## config.mk

```make
export PLATFORM = sky130hd
export DESIGN_NAME = riscv_m_ext_unit
export DESIGN_NICKNAME = d
export VERILOG_FILES = /design/src/rtl/riscv_m_ext_unit.sv
export SDC_FILE = /design/constraint.sdc
export NUM_CORES = 2
export LEC_CHECK = 0
export ABC_AREA = 1
export CORE_MARGIN = 1.5
export CORE_UTILIZATION = 45
export CTS_BUF_LIST = sky130_fd_sc_hd__clkbuf_8
export CTS_CLUSTER_SIZE = 20
export DETAILED_ROUTE_END_ITERATION = 8
export PLACE_DENSITY = 0.73
export SYNTH_ARGS = -nofsm -noshare
export SYNTH_HDL_FRONTEND = slang
export SYNTH_SLANG_ARGS = --single-unit
```

## constraint.sdc

```tcl
create_clock -name clk -period 16.99 [get_ports clk]
set_input_delay 3.398 -clock clk [delete_from_list [all_inputs] [get_ports clk]]
set_output_delay 3.398 -clock clk [all_outputs]
set_load 0.02 [all_outputs]
```

## src/rtl/riscv_m_ext_unit.sv

```systemverilog
// RV32M execution unit: single-cycle multiplier plus a 32-step restoring divider.
// Results appear on rd with a one-cycle ready/wr pulse.
module riscv_m_ext_unit (
   input  logic        clk,
   input  logic        reset,
   input  logic        valid,
   input  logic [31:0] instruction,
   input  logic [31:0] rs1,
   input  logic [31:0] rs2,
   output logic        wr,
   output logic [31:0] rd,
   output logic        busy,
   output logic        ready
);

   typedef enum logic [2:0] {
      S_IDLE,
      S_MUL,
      S_DIV_SETUP,
      S_DIV_RUN,
      S_DONE
   } state_t;

   state_t      state_reg;
   logic [2:0]  funct3_reg;
   logic [31:0] a_reg;
   logic [31:0] b_reg;
   logic [31:0] result_reg;
   logic [31:0] rem_reg;
   logic [31:0] quo_reg;
   logic [31:0] divisor_reg;
   logic [4:0]  count_reg;
   logic        neg_q_reg;
   logic        neg_r_reg;
   logic        ready_reg;
   logic        busy_reg;
   logic [31:0] rd_reg;

   logic decode_ok;
   logic accept;

   assign decode_ok = (instruction[6:0] == 7'b0110011) && (instruction[31:25] == 7'b0000001);
   // The ready cycle is spent in IDLE, so it must also block a new accept.
   assign accept    = valid && decode_ok && (state_reg == S_IDLE) && !ready_reg;

   logic               a_sext;
   logic               b_sext;
   logic signed [65:0] prod;
   logic [31:0]        mul_result;

   assign a_sext     = (funct3_reg != 3'b011) & a_reg[31];
   assign b_sext     = ~funct3_reg[1] & b_reg[31];
   assign prod       = $signed({a_sext, a_reg}) * $signed({b_sext, b_reg});
   assign mul_result = (funct3_reg[1:0] == 2'b00) ? prod[31:0] : prod[63:32];

   logic        is_signed;
   logic        is_rem;
   logic        a_neg;
   logic        b_neg;
   logic [31:0] a_abs;
   logic [31:0] b_abs;
   logic        div_overflow;
   logic [32:0] shifted;
   logic [32:0] diff;
   logic [31:0] rem_next;
   logic [31:0] quo_next;
   logic [31:0] q_final;
   logic [31:0] r_final;

   assign is_signed    = ~funct3_reg[0];
   assign is_rem       = funct3_reg[1];
   assign a_neg        = is_signed & a_reg[31];
   assign b_neg        = is_signed & b_reg[31];
   assign a_abs        = a_neg ? (32'd0 - a_reg) : a_reg;
   assign b_abs        = b_neg ? (32'd0 - b_reg) : b_reg;
   assign div_overflow = is_signed && (a_reg == 32'h80000000) && (b_reg == 32'hFFFFFFFF);

   // One restoring step: shift the next dividend bit in, keep the difference if non-negative.
   assign shifted  = {rem_reg, quo_reg[31]};
   assign diff     = shifted - {1'b0, divisor_reg};
   assign rem_next = diff[32] ? shifted[31:0] : diff[31:0];
   assign quo_next = {quo_reg[30:0], ~diff[32]};
   assign q_final  = neg_q_reg ? (32'd0 - quo_next) : quo_next;
   assign r_final  = neg_r_reg ? (32'd0 - rem_next) : rem_next;

   logic unused_bits;
   assign unused_bits = ^{instruction[24:15], instruction[11:7], prod[65:64]};

   always_ff @(posedge clk) begin
      if (reset) begin
         state_reg   <= S_IDLE;
         funct3_reg  <= 3'd0;
         a_reg       <= 32'd0;
         b_reg       <= 32'd0;
         result_reg  <= 32'd0;
         rem_reg     <= 32'd0;
         quo_reg     <= 32'd0;
         divisor_reg <= 32'd0;
         count_reg   <= 5'd0;
         neg_q_reg   <= 1'b0;
         neg_r_reg   <= 1'b0;
         ready_reg   <= 1'b0;
         busy_reg    <= 1'b0;
         rd_reg      <= 32'd0;
      end else begin
         ready_reg <= 1'b0;
         case (state_reg)
            S_IDLE: begin
               if (ready_reg) begin
                  busy_reg <= 1'b0;
               end
               if (accept) begin
                  funct3_reg <= instruction[14:12];
                  a_reg      <= rs1;
                  b_reg      <= rs2;
                  busy_reg   <= 1'b1;
                  state_reg  <= instruction[14] ? S_DIV_SETUP : S_MUL;
               end
            end
            S_MUL: begin
               result_reg <= mul_result;
               state_reg  <= S_DONE;
            end
            S_DIV_SETUP: begin
               if (b_reg == 32'd0) begin
                  result_reg <= is_rem ? a_reg : 32'hFFFFFFFF;
                  state_reg  <= S_DONE;
               end else if (div_overflow) begin
                  result_reg <= is_rem ? 32'd0 : 32'h80000000;
                  state_reg  <= S_DONE;
               end else begin
                  rem_reg     <= 32'd0;
                  quo_reg     <= a_abs;
                  divisor_reg <= b_abs;
                  count_reg   <= 5'd0;
                  neg_q_reg   <= a_neg ^ b_neg;
                  neg_r_reg   <= a_neg;
                  state_reg   <= S_DIV_RUN;
               end
            end
            S_DIV_RUN: begin
               rem_reg   <= rem_next;
               quo_reg   <= quo_next;
               count_reg <= count_reg + 5'd1;
               if (count_reg == 5'd31) begin
                  result_reg <= is_rem ? r_final : q_final;
                  state_reg  <= S_DONE;
               end
            end
            S_DONE: begin
               rd_reg    <= result_reg;
               ready_reg <= 1'b1;
               state_reg <= S_IDLE;
            end
            default: state_reg <= S_IDLE;
         endcase
      end
   end

   assign ready = ready_reg;
   assign wr    = ready_reg;
   assign busy  = busy_reg;
   assign rd    = rd_reg;

endmodule

```

==> results.py <==
metrics = {
    "run_status": {
        "status": "finished, violations left",
        "violations": "DRC",
    },
    "finish": {
        "final_cell_area_um2": 58460,
        "layout_common_cells": "inv_1, nand2_1, fa_1",
        "drive_above_1_share": 0.04178,
        "fin_util": 0.4809,
        "fin_nets": 8695,
        "syn2layout_area_growth_pct": 6.334,
        "final_common_cell": "inv_1",
    },
    "clocking": {
        "clockBufferDepth": 3,
        "clk_latency_ns": 0.67,
        "cts_hold_buffers": 0,
        "cts_sinks": 239,
        "cts.clk_slew.worst_paths_ns": 0.07,
        "cts-root-buf": "clkbuf_8",
        "cts_setup_buffers": 0,
        "cts_tree": "done",
        "numCtsBuffers": 41,
        "cts_resized": 0,
        "htree_levels": 2,
    },
    "floorplanning": {
        "core_area_um2": 121600,
        "die_area_um2": 124300,
        "fp.dieH_um": 352.5,
        "die_x_um": 352.5,
        "initial_core_util": 0.4523,
        "io_pins": 134,
        "num_rows": 128,
    },
    "worst_setup_path": {
        "cp_common_cell": "fa_1",
        "path_class": "flop to flop",
        "critical_path.max_fanout": 48,
        "slowest_delay_ns": 0.84,
        "r2r-start": "funct3_reg[1]",
        "r2r-end": "result_reg[25]",
        "required_ns": 17.49,
        "ff2ff_path_depth": 34,
        "cp-end-kind": "flop",
        "cp-start-kind": "flop",
        "r2r_slack_ns": 7.22,
        "cpMaxStageDelayCell": "fa_1",
        "cp.arrival_ns": 10.28,
    },
    "worst_hold_path": {
        "hold_class": "flop to flop",
        "hold_start": "count_reg[4]",
        "whs_path_depth": 2,
        "hold_end": "count_reg[4]",
    },
    "sta": {
        "tightest_slew_ns": 1.115,
        "drv_slew": 0,
        "final_hold_viol_count": 0,
        "slew_headroom": 0.2554,
        "tns_ns": 0,
        "hold_slack_ns": 0.4718,
        "max_freq_mhz": 102.3,
        "rsz0062_at_grt": "no",
        "clock_skew_ns": 0.04615,
        "period_minus_slack_ns": 9.773,
        "setup_viol": 0,
        "final.period_utilization": 0.5752,
    },
    "grt": {
        "antenna_found_initial": 6,
        "grt.overflow.total": 0,
        "track_usage": 0.2832,
        "grt_pass1_wl_mm": 277.4,
        "grt_max_degree": 79,
        "grt_pass1_vias": 50060,
    },
    "routing": {
        "drt_iter0_markers": 4517,
        "num_vias": 47810,
        "final_antenna_net_count": 0,
        "avgViaCountPerCell": 5.385,
        "wirelength_mm": 172.3,
        "dr.pass1.iters": 9,
        "wl_per_cell_um": 19.41,
        "drc": 7,
    },
    "place": {
        "dp_hpwl_mm": 136.2,
        "place.gp.congestion": 1.006,
        "postPlaceCellArea_um2": 57360,
        "port_buffers": 118,
    },
    "logic_synthesis": {
        "synthAdderAreaFrac": 0.4671,
        "synth_top_family_by_area": "adder cells",
        "synth.area.mux_share": 0,
        "synth-simple-area-share": 0.1920,
        "synthCells": 7351,
        "seq_area_frac_synth": 0.08703,
        "synth-compound-area-share": 0.08785,
        "yosys_warnings": 0,
        "avgSynthCellArea_um2": 7.479,
        "synth.distinct_cells": 59,
        "ys_ff_latch": 239,
        "syn-num-nets": 8827,
        "synth_xor_area_frac": 0.01513,
        "syn_area_um2": 54980,
    },
    "power_and_ir_drop": {
        "p_leak_uw": 0.03152,
        "power.total_uw": 1339,
        "ir_worst_vdd_mv": 0.05626,
        "powerDensity_nw_per_um2": 22.91,
    },
    "flow_run": {
        "cap_violations": 0,
    },
}
==> per-stage QoR <==
| stage | setup slack, ns | cells |
|---|---|---|
| global route | 6.750 | 8877 |
| CTS | 7.478 | 8877 |
| detailed placement | 7.564 | 8801 |
| floorplan | 8.948 | 7351 |
| global placement | 7.638 | 8801 |
| finish | 7.217 | 8878 |
==> cells by family (layout without fill, tap and decap cells) <==
kind of cell / after synthesis / after routing
buf+inv: 2178 / 2079
xor+xnor: 95 / 95
flops: 239 / 239
fa+ha+maj: 1377 / 1377
simple gates: 2576 / 2576
other cells: 0 / 1
compound gates: 886 / 886
==> critical path: cells and delay by family (launching register included) <==
family	cells	cell delay, ns
buffers and inverters	11	1.84
flip-flops	1	0.31
AO/OA/AOI/OAI	5	1.17
adder cells (fa/ha/maj)	9	5.07
AND/OR/NAND/NOR	9	1.20
==> metal layers <==
metal,share of wire,vias up,GRT usage
li1,-,21380,-
met3,0.088,569,0.04818
met5,0.00077,-,0.004231
met2,0.45,2257,0.4501
met4,0.064,10,0.1516
met1,0.40,23590,0.3694
==> synthesized netlist by cell type (all sizes together) <==
cell,count,area (um2)
o221ai,6,52.55
o21a,10,75.07
o2111ai,2,17.52
buf,151,686.9
a31oi,39,244.0
nor3b,2,15.01
o22ai,5,31.28
nor4b,1,8.760
nand3b,11,82.58
a21o,19,142.6
o211ai,17,132.6
clkinv,3,11.26
nand4,46,287.8
a221oi,4,35.03
o311ai,1,8.760
a21boi,4,30.03
clkbuf,238,893.4
a21oi,366,1873
and2,2,12.51
ha,251,3141
fa,1126,22540
xor2,59,516.8
and3,5,31.28
or2,15,93.84
a41oi,2,17.52
o21ai,377,1909
o21bai,14,105.1
nand2,1813,6943
o31ai,4,30.03
o32ai,3,26.28
a211oi,10,75.07
nor4,18,112.6
nand3,191,1016
nor3,45,281.5
or3,1,6.260
a31o,1,8.760
a22oi,2,15.01
inv,1786,6704
nor2,426,1664
dfxtp,239,4785
xnor2,36,315.3
==> area by class of cell <==
class | count | area (um2)
Clock inverter | 27 | 425.4
Fill cell | 11770 | 63100
Clock buffer | 49 | 674.4
Timing Repair Buffer | 214 | 1897
Antenna cell | 1 | 2.502
Inverter | 1789 | 6718
Tap cell | 1625 | 2033
Multi-Input combinational cell | 4934 | 41920
Sequential cell | 239 | 4790
==> power by group <==
part / switching (uW) / internal, uW / total, uW / leakage [uW]
registers: 0.0345 / 560 / 560 / 0.00193
clock network: 304 / 435 / 739 / 0.000578
logic: 20.6 / 19.7 / 40.2 / 0.0290
==> worst max-delay path by stage <==
stage	slack [ns]	endpoint	startpoint
3_3_place_gp	7.64	result_reg[25]	funct3_reg[1]
4_1_cts	7.48	result_reg[25]	funct3_reg[1]
2_1_floorplan	8.95	result_reg[29]	a_reg[31]
6_report	7.22	result_reg[25]	funct3_reg[1]
3_5_place_dp	7.56	result_reg[25]	funct3_reg[1]
5_1_grt	6.75	result_reg[25]	funct3_reg[1]
No activity file was read; power rests on OpenSTA's default activity.
